$ cat config.mk
export PLATFORM = sky130hd
export DESIGN_NAME = ic_wdata_route
export DESIGN_NICKNAME = d
export VERILOG_FILES = /design/src/rtl/ic_wdata_route.sv
export SDC_FILE = /design/constraint.sdc
export NUM_CORES = 1
export LEC_CHECK = 0
export CORE_MARGIN = 8
export CORE_UTILIZATION = 31
export CTS_CLUSTER_SIZE = 24
export DETAILED_ROUTE_END_ITERATION = 8
export PLACE_DENSITY = 0.88
export SLEW_MARGIN = 10
export SYNTH_ARGS = -nofsm -noshare
export SYNTH_HDL_FRONTEND = slang
export SYNTH_SLANG_ARGS = --single-unit
$ cat constraint.sdc
create_clock -name clk -period 6.3 [get_ports clk]
set_input_delay 0.63 -clock clk [delete_from_list [all_inputs] [get_ports clk]]
set_output_delay 0.63 -clock clk [all_outputs]
set_load 0.005 [all_outputs]
$ cat src/rtl/ic_wdata_route.sv
// ---------------------------------------------------------------------------
// ic_wdata_route
//
// Write-data router for one master W channel feeding SLV_NUM slave W ports.
// The last slave port (index SLV_NUM-1) is the decode-error slave.
//
// Every accepted AW pushes its decoded slave index into an in-order command
// queue. The W burst at the master is steered to the slave named at the
// queue head. The head entry is popped on the WLAST handshake, so the beats
// of one burst never split across slaves.
//
// Handshake semantics: a transfer happens on a rising clk edge where valid
// and ready are both high. Valid never waits on ready. Here that means:
//   - AW push : AWVALID & AWREADY (observed only; the fabric gates AWREADY
//               with ~CMD_FULL)
//   - W beat  : WVALID & WREADY, and WREADY mirrors S_WREADY of the head
//               slave
//   - W pop   : a W beat with WLAST high
//
// Ports
//   clk, reset          clock, asynchronous active-high reset
//   AWVALID, AWREADY    master AW handshake (observed)
//   AWSLV               decoded slave index for the current AW
//   WVALID/WDATA/WSTRB/WLAST   master W channel in
//   WREADY              master W ready out
//   S_WVALID            one-hot per-slave W valid
//   S_WREADY            per-slave W ready
//   S_WDATA/S_WSTRB/S_WLAST    broadcast W payload to all slaves
//   CMD_FULL, CMD_EMPTY command queue status (derived from the registered
//                       count)
//   CMD_ERR             sticky: push while full, or out-of-range AWSLV
// ---------------------------------------------------------------------------
module ic_wdata_route #(
  parameter int SLV_NUM   = 3,
  parameter int SLV_BITS  = 2,
  parameter int CMD_DEPTH = 4,
  parameter int DATA_BITS = 64
) (
  input  logic                   clk,
  input  logic                   reset,
  input  logic                   AWVALID,
  input  logic                   AWREADY,
  input  logic [SLV_BITS-1:0]    AWSLV,
  input  logic                   WVALID,
  input  logic [DATA_BITS-1:0]   WDATA,
  input  logic [DATA_BITS/8-1:0] WSTRB,
  input  logic                   WLAST,
  output logic                   WREADY,
  output logic [SLV_NUM-1:0]     S_WVALID,
  input  logic [SLV_NUM-1:0]     S_WREADY,
  output logic [DATA_BITS-1:0]   S_WDATA,
  output logic [DATA_BITS/8-1:0] S_WSTRB,
  output logic                   S_WLAST,
  output logic                   CMD_FULL,
  output logic                   CMD_EMPTY,
  output logic                   CMD_ERR
);

  localparam int PTR_BITS = $clog2(CMD_DEPTH);
  localparam int CNT_BITS = PTR_BITS + 1;
  localparam logic [SLV_BITS-1:0] DEC_IDX   = SLV_BITS'(SLV_NUM - 1);
  localparam logic [CNT_BITS-1:0] CNT_FULL  = CNT_BITS'(CMD_DEPTH);
  localparam logic [PTR_BITS-1:0] PTR_ONE   = PTR_BITS'(1);
  localparam logic [CNT_BITS-1:0] CNT_ONE   = CNT_BITS'(1);

  logic [SLV_BITS-1:0] mem_q [CMD_DEPTH];
  logic [PTR_BITS-1:0] wr_ptr_q, wr_ptr_d;
  logic [PTR_BITS-1:0] rd_ptr_q, rd_ptr_d;
  logic [CNT_BITS-1:0] count_q, count_d;
  logic                err_q, err_d;

  logic                push, pop, push_ok, bad_idx;
  logic [SLV_BITS-1:0] push_slv;
  logic [SLV_BITS-1:0] head;

  assign CMD_FULL  = (count_q == CNT_FULL);
  assign CMD_EMPTY = (count_q == '0);
  assign CMD_ERR   = err_q;

  assign push = AWVALID & AWREADY;
  // WREADY is forced low while empty, so a pop implies a valid head entry.
  assign pop  = WVALID & WREADY & WLAST;

  // A pop in the same cycle frees the slot, so a push into a full queue is
  // only dropped when nothing leaves.
  assign push_ok  = push & (~CMD_FULL | pop);
  assign bad_idx  = (AWSLV > DEC_IDX);
  assign push_slv = bad_idx ? DEC_IDX : AWSLV;

  always_comb begin
    wr_ptr_d = wr_ptr_q;
    rd_ptr_d = rd_ptr_q;
    count_d  = count_q;
    err_d    = err_q;
    if (push_ok) wr_ptr_d = wr_ptr_q + PTR_ONE;
    if (pop)     rd_ptr_d = rd_ptr_q + PTR_ONE;
    case ({push_ok, pop})
      2'b10:   count_d = count_q + CNT_ONE;
      2'b01:   count_d = count_q - CNT_ONE;
      default: count_d = count_q;
    endcase
    if (push & ~push_ok) err_d = 1'b1;
    if (push & bad_idx)  err_d = 1'b1;
  end

  always_ff @(posedge clk or posedge reset) begin
    if (reset) begin
      wr_ptr_q <= '0;
      rd_ptr_q <= '0;
      count_q  <= '0;
      err_q    <= 1'b0;
      for (int i = 0; i < CMD_DEPTH; i++) mem_q[i] <= '0;
    end else begin
      wr_ptr_q <= wr_ptr_d;
      rd_ptr_q <= rd_ptr_d;
      count_q  <= count_d;
      err_q    <= err_d;
      if (push_ok) mem_q[wr_ptr_q] <= push_slv;
    end
  end

  // Routing is purely from registered state, so an AW accepted in cycle N
  // steers W from cycle N+1. There is no AW->W bypass.
  assign head = mem_q[rd_ptr_q];

  always_comb begin
    S_WVALID = '0;
    WREADY   = 1'b0;
    if (!CMD_EMPTY) begin
      S_WVALID[head] = WVALID;
      WREADY         = S_WREADY[head];
    end
  end

  assign S_WDATA = WDATA;
  assign S_WSTRB = WSTRB;
  assign S_WLAST = WLAST;

endmodule

==> results of run 1 <==
kinds of logic after synthesis:
family / count (synthesis) / synth area share (%)
AO/OA/AOI/OAI: 12 / 6.12
buffers and inverters: 80 / 37.9
adder cells (fa/ha/maj): 5 / 4.63
XOR/XNOR: 3 / 1.74
flip-flops: 16 / 26.4
AND/OR/NAND/NOR: 30 / 10.9
multiplexers: 13 / 12.2
cell usage in the layout (no fill, tap or decap), types with 2 or more instances in the layout:
cell type	instances
nor2_1	3
dfrtp_1	16
or3_4	2
clkdlybuf4s50_1	18
ha_1	4
clkbuf_8	4
nor2b_1	6
o21a_1	2
mux2_2	8
o21ai_0	3
inv_1	6
and3_1	4
mux4_1	2
nand2_1	8
nand3_1	4
mux2i_1	2
xnor2_1	2
state kept, by name (all words and copies together), names as in the netlist:
signal and cells:
count_q 3, wr_ptr_q 2, rd_ptr_q 2, CMD_ERR 1, mem_q 8
power breakdown:
part	leakage [nW]	internal, mW	switching, mW
combinational	0.315	0.155	0.119
sequential	0.193	0.150	0.0414
clock	0.0288	0.0554	0.0338
cells in the mapped netlist, types with 2 or more instances:
master,count,share of area (%)
and3_1,4,1.7
buf_4,73,36
dfrtp_1,16,26
ha_1,4,3.3
inv_1,6,1.5
mux2_2,8,6.0
mux2i_1,2,1.3
mux4_1,2,3.5
nand2_1,8,2.0
nand3_1,4,1.3
nor2_1,3,0.74
nor2b_1,6,2.5
o21a_1,2,0.99
o21ai_0,3,0.99
or3_4,2,1.5
xnor2_1,2,1.2
layout make-up:
type / instances / area share (%)
Clock buffer: 4 / 4.30
Inverter: 6 / 1.76
Multi-Input combinational cell: 63 / 42.1
Sequential cell: 16 / 31.2
Tap cell: 67 / 6.54
Timing Repair Buffer: 18 / 14.1
worst max path at each step:
stage | from | endpoint | slack [ns] | cells past startpoint
detailed placement | WVALID | count_q[2] | 3.44 | 8
CTS | rd_ptr_q[0] | WREADY | 3.39 | 6
global placement | WVALID | count_q[2] | 3.60 | 7
global route | rd_ptr_q[0] | WREADY | 3.25 | 6
finish | rd_ptr_q[0] | WREADY | 3.41 | 6
floorplan | rd_ptr_q[0] | count_q[2] | 3.82 | 7
layer usage:
metal  routed length [um]  part of all wire (%)  vias to the layer above
met2                 1800                    51                       69
met4                  178                   5.1                        0
met5                    0                     0                        -
met3                  616                    18                       26
li1                     -                     -                      345
met1                  908                    26                      371
stage by stage:
| step | power, mW | setup slack [ns] | std cells | cell area [sq um] | hold slack (ns) |
|---|---|---|---|---|---|
| global route | 0.606 | 3.25 | 174 | 1280 | 0.533 |
| detailed placement | 0.472 | 3.44 | 170 | 1230 | 0.482 |
| finish | 0.555 | 3.41 | 174 | 1280 | 0.494 |
| global placement | 0.461 | 3.60 | 170 | 1230 | 0.462 |
| floorplan | 0.406 | 3.82 | 159 | 1510 | 0.458 |
| CTS | 0.564 | 3.39 | 174 | 1280 | 0.499 |
==> flow_metrics.py, run 1 <==
metrics = {
    "status": {
        "status": "completed",
    },
    "worst_setup_path": {
        "cpLargestDelayFamily": "multiplexers",
        "reg2reg_slack_ns": 3.51,
        "crit_required_ns": 5.67,
        "crit_type": "register to output port",
        "r2r_start": "rd_ptr_q[0]",
        "critPathSlowestCell": "mux4_2",
        "crit_chain": "mux4_2 -> mux2i_1 -> nor2_1 -> a21oi_1 -> nor2_1 -> clkdlybuf4s50_1",
        "reg2reg_depth": 8,
        "cp_max_fo": 5,
        "crit_buf_inv": 1,
        "endpoint_kind": "output port",
        "cpPeakStageDelay_ns": 0.58,
        "r2r_end": "count_q[2]",
        "cpMostUsedCell": "nor2_1",
        "cp-start-kind": "register",
        "arrival_ns": 2.26,
    },
    "clock_tree": {
        "post-cts-setup-buffers": 0,
        "clockBufferDepth": 2,
        "clock-sinks": 16,
        "htree_levels": 1,
        "clk_pin_slew_worst_paths_ns": 0.06,
        "cts_buffers": 3,
        "cts_resized": 0,
        "ctsHoldBuffers": 0,
        "worstSkewPairLatency_ns": 0.25,
        "clock-root-buffer": "clkbuf_8",
        "cts_tree": "yes",
    },
    "sta": {
        "max_slew_margin_pct": 60.7,
        "grt_setup_unrepaired": "no",
        "post-route-period-util_pct": 45.9,
        "period_needed_ns": 2.89,
        "finalSetupViolCount": 0,
        "setup_tns_ns": 0,
        "drv_slew": 0,
        "hold_violations": 0,
        "finalClockSkew_ns": 0.000922,
        "fmax_ghz": 0.346,
        "tightest_slew_ns": 0.589,
    },
    "grt": {
        "use_met3_pct": 6.97,
        "grt.met2_usage_pct": 16.4,
        "grt_antenna_before_repair": 0,
        "grt_max_degree": 17,
        "grt_pass1_vias": 882,
        "grtUsageTotal_pct": 9.29,
        "use_met1_pct": 6.46,
        "gr-total-overflow": 0,
        "busiest_layer": "met2",
        "grt_pass1_wl_um": 5180,
    },
    "pwr": {
        "powerDensity_nw_per_um2": 433,
        "vdd_drop_max_mv": 0.174,
        "power.leakage_nw": 0.537,
    },
    "synth": {
        "syn-cell-area_sq_um": 1510,
        "ys_types": 30,
        "yosys_warnings": 0,
        "ys_async_sr_fraction_pct": 100,
        "synth-seq-area-share_pct": 26.4,
        "synthFlopType": "dfrtp_1",
        "syn-num-nets": 247,
        "postSynthAreaPerCell_sq_um": 9.52,
        "synth_seq_cells": 16,
        "syn_inst": 159,
        "synth_edf_count": 0,
    },
    "detailed_routing": {
        "dr_total_vias": 811,
        "drt_iter0_drc": 52,
        "routed_wl_um": 3510,
        "wire_per_inst_um": 20.2,
        "drcViolationCount": 0,
        "final_antenna_net_count": 0,
        "via_per_inst": 4.66,
        "firstDrtPassIters": 4,
    },
    "final_layout": {
        "final_util_pct": 27.1,
        "regArea_sq_um": 400,
        "areaGrowthSynthToFinish_pct": -15.4,
        "multi_input_area_sq_um": 539,
        "fill_cells": 496,
        "final_layout_size_suffix_gt1_share_pct": 15.0,
        "nets": 196,
        "diodes": 0,
    },
    "floorplan": {
        "io_pins": 163,
        "die_h_um": 85.9,
        "initial_core_util_pct": 32.1,
        "core_area_sq_um": 4720,
        "rows": 25,
        "dieArea_sq_um": 7380,
        "die_w_um": 85.9,
    },
    "placed_design": {
        "io_buffers": 18,
        "gp_congestion": 0.830,
        "post-dp-hpwl_um": 3080,
    },
    "hold_path": {
        "holdPathEnd": "CMD_ERR",
        "hold_depth": 1,
        "hp-start": "CMD_ERR",
        "hold_path.class": "register to register",
    },
    "job": {
        "drv_cap": 0,
    },
}
Note: power is estimated with default switching activity, not from simulation.
==> inputs of run 2 (changes only) <==
- CORE_UTILIZATION: 31 -> 26
- PLACE_DENSITY: 0.88 -> 0.78
- clock period: 6.3 -> 2.4 ns (I/O delays scaled with it)
==> flow_metrics.py, run 2 (same netlist as run 1, synthesis figures left out) <==
metrics = {
    "clock_tree": {
        "clk_pin_slew_worst_paths_ns": 0.07,
        "cts_tree": "yes",
        "clockBufferDepth": 2,
        "htree_levels": 1,
        "clock-root-buffer": "clkbuf_8",
        "worstSkewPairLatency_ns": 0.25,
        "cts_buffers": 3,
        "clock-sinks": 16,
    },
    "worst_setup_path": {
        "cp_max_fo": 7,
        "cpLargestDelayFamily": "multiplexers",
        "critical_path_depth": 6,
        "crit_end": "mem_q[1]",
        "reg2reg_slack_ns": 0.08,
        "arrival_ns": 2.45,
        "endpoint_kind": "register",
        "reg2reg_depth": 6,
        "critPathSlowestCell": "mux4_2",
        "crit_required_ns": 2.53,
        "cp-start-kind": "register",
        "cpPeakStageDelay_ns": 0.55,
        "r2r_end": "mem_q[1]",
        "startpoint": "rd_ptr_q[0]",
        "crit_type": "register to register",
        "crit_chain": "mux4_2 -> mux2i_2 -> or3_4 -> a31oi_4 -> nand2_1 -> mux2_2",
        "crit_buf_inv": 0,
        "r2r_start": "rd_ptr_q[0]",
    },
    "grt": {
        "grt_max_degree": 17,
        "grtUsageTotal_pct": 7.67,
        "grt_pass1_wl_um": 5020,
        "grt_antenna_before_repair": 0,
        "grt_pass1_vias": 915,
        "gr-total-overflow": 0,
    },
    "floorplan": {
        "dieArea_sq_um": 8520,
        "die_h_um": 92.3,
        "io_pins": 163,
        "rows": 27,
        "core_area_sq_um": 5570,
        "initial_core_util_pct": 27.2,
        "die_w_um": 92.3,
    },
    "placed_design": {
        "io_buffers": 18,
        "dpl_worst_slack_ns": -0.0000258,
        "place_area_sq_um": 1250,
        "post-dp-hpwl_um": 2910,
        "dp.cells": 177,
        "gp_congestion": 0.805,
    },
    "pwr": {
        "total_power_mw": 1.52,
        "vdd_drop_max_mv": 0.260,
        "powerDensity_nw_per_um2": 1140,
        "power.leakage_nw": 0.569,
    },
    "detailed_routing": {
        "drt_iter0_drc": 16,
        "final_antenna_net_count": 0,
        "firstDrtPassIters": 4,
        "routed_wl_um": 3450,
        "via_per_inst": 4.54,
        "drcViolationCount": 0,
        "wire_per_inst_um": 18.7,
        "dr_total_vias": 836,
    },
    "final_layout": {
        "largest_register": "mem_q",
        "mostFrequentLayoutCells": "dfrtp_1, clkdlybuf4s50_1, nand2_1, mux2_2",
        "final_layout_size_suffix_gt1_share_pct": 23.2,
        "diodes": 0,
        "largest_reg_flops": 8,
        "fill_cells": 601,
        "nets": 201,
        "stdcell_count": 184,
        "areaGrowthSynthToFinish_pct": -12.0,
        "stdcell_area_sq_um": 1330,
        "mostFrequentLayoutCell": "dfrtp_1",
        "largest_registers": "mem_q (8), count_q (3)",
        "final_util_pct": 23.9,
    },
    "sta": {
        "fin_ws_ns": 0.0846,
        "max_slew_margin_pct": 59.3,
        "post-route-period-util_pct": 96.5,
        "tightest_slew_ns": 0.610,
        "finalClockSkew_ns": 0.00650,
        "fmax_ghz": 0.432,
        "grt_setup_unrepaired": "yes",
        "hold_violations": 0,
        "setup_tns_ns": 0,
        "finalSetupViolCount": 0,
        "period_needed_ns": 2.32,
        "finalHoldWorstSlack_ns": 0.362,
        "drv_slew": 0,
    },
    "hold_path": {
        "hold_path.class": "input port to asynchronous set/reset pin",
    },
    "job": {
        "drv_cap": 0,
    },
    "status": {
        "status": "completed",
    },
}
-- run 2: power by group --
| group | internal (mW) | switching [mW] | leakage [nW] |
|---|---|---|---|
| registers | 0.395 | 0.108 | 0.193 |
| logic | 0.435 | 0.340 | 0.347 |
| clock network | 0.145 | 0.0919 | 0.0288 |
| total | 0.976 | 0.540 | 0.569 |
-- run 2: area by class of cell --
type | instances | area, sq um | share of cell area, %
timing repair buffer | 23 | 214 | 16.1
inverter | 6 | 22.5 | 1.69
clock buffer | 4 | 55.1 | 4.13
tap | 72 | 90.1 | 6.76
sequential | 16 | 400 | 30.0
multi-input combinational | 63 | 551 | 41.3
-- run 2: repair_timing --
| action | CTS | global route |
|---|---|---|
| setup endpoints to repair | 4 | 9 |
| gates cloned | 0 | 0 |
| resized for setup | 6 | 1 |
| pin swaps | 0 | 1 |
| buffers inserted | 1 | 2 |
| hold buffers | 0 | 0 |
-- run 2: routing by layer --
metal | track usage [%] | part of all wire [%] | vias up
met5 | 0 | 0 | -
met4 | 7.11 | 6.9 | 0
met3 | 4.68 | 14 | 28
met2 | 13.7 | 51 | 57
met1 | 5.40 | 28 | 393
li1 | - | - | 358
-- run 2: how the worst min path moves through the flow --
stage,startpoint,to,slack [ns],cells past startpoint
finish,reset,count_q[1],0.36,2
global route,reset,wr_ptr_q[0],0.42,2
detailed placement,WDATA[14],S_WDATA[14],0.48,0
floorplan,reset,CMD_ERR,0.15,1
global placement,CMD_ERR,CMD_ERR,0.46,1
CTS,reset,count_q[1],0.39,2
-- run 2: worst register-to-register path: stages, from the launching register on --
cell and delay [ns]:
dfrtp_1 0.40, mux4_2 0.55, mux2i_2 0.19, or3_4 0.41, a31oi_4 0.22, nand2_1 0.14, mux2_2 0.28
==> inputs of run 3 (changes only) <==
- TNS_END_PERCENT: default -> 100
==> results of run 3 <==
No change in the layout: final DEF, timing and power equal those of run 2.
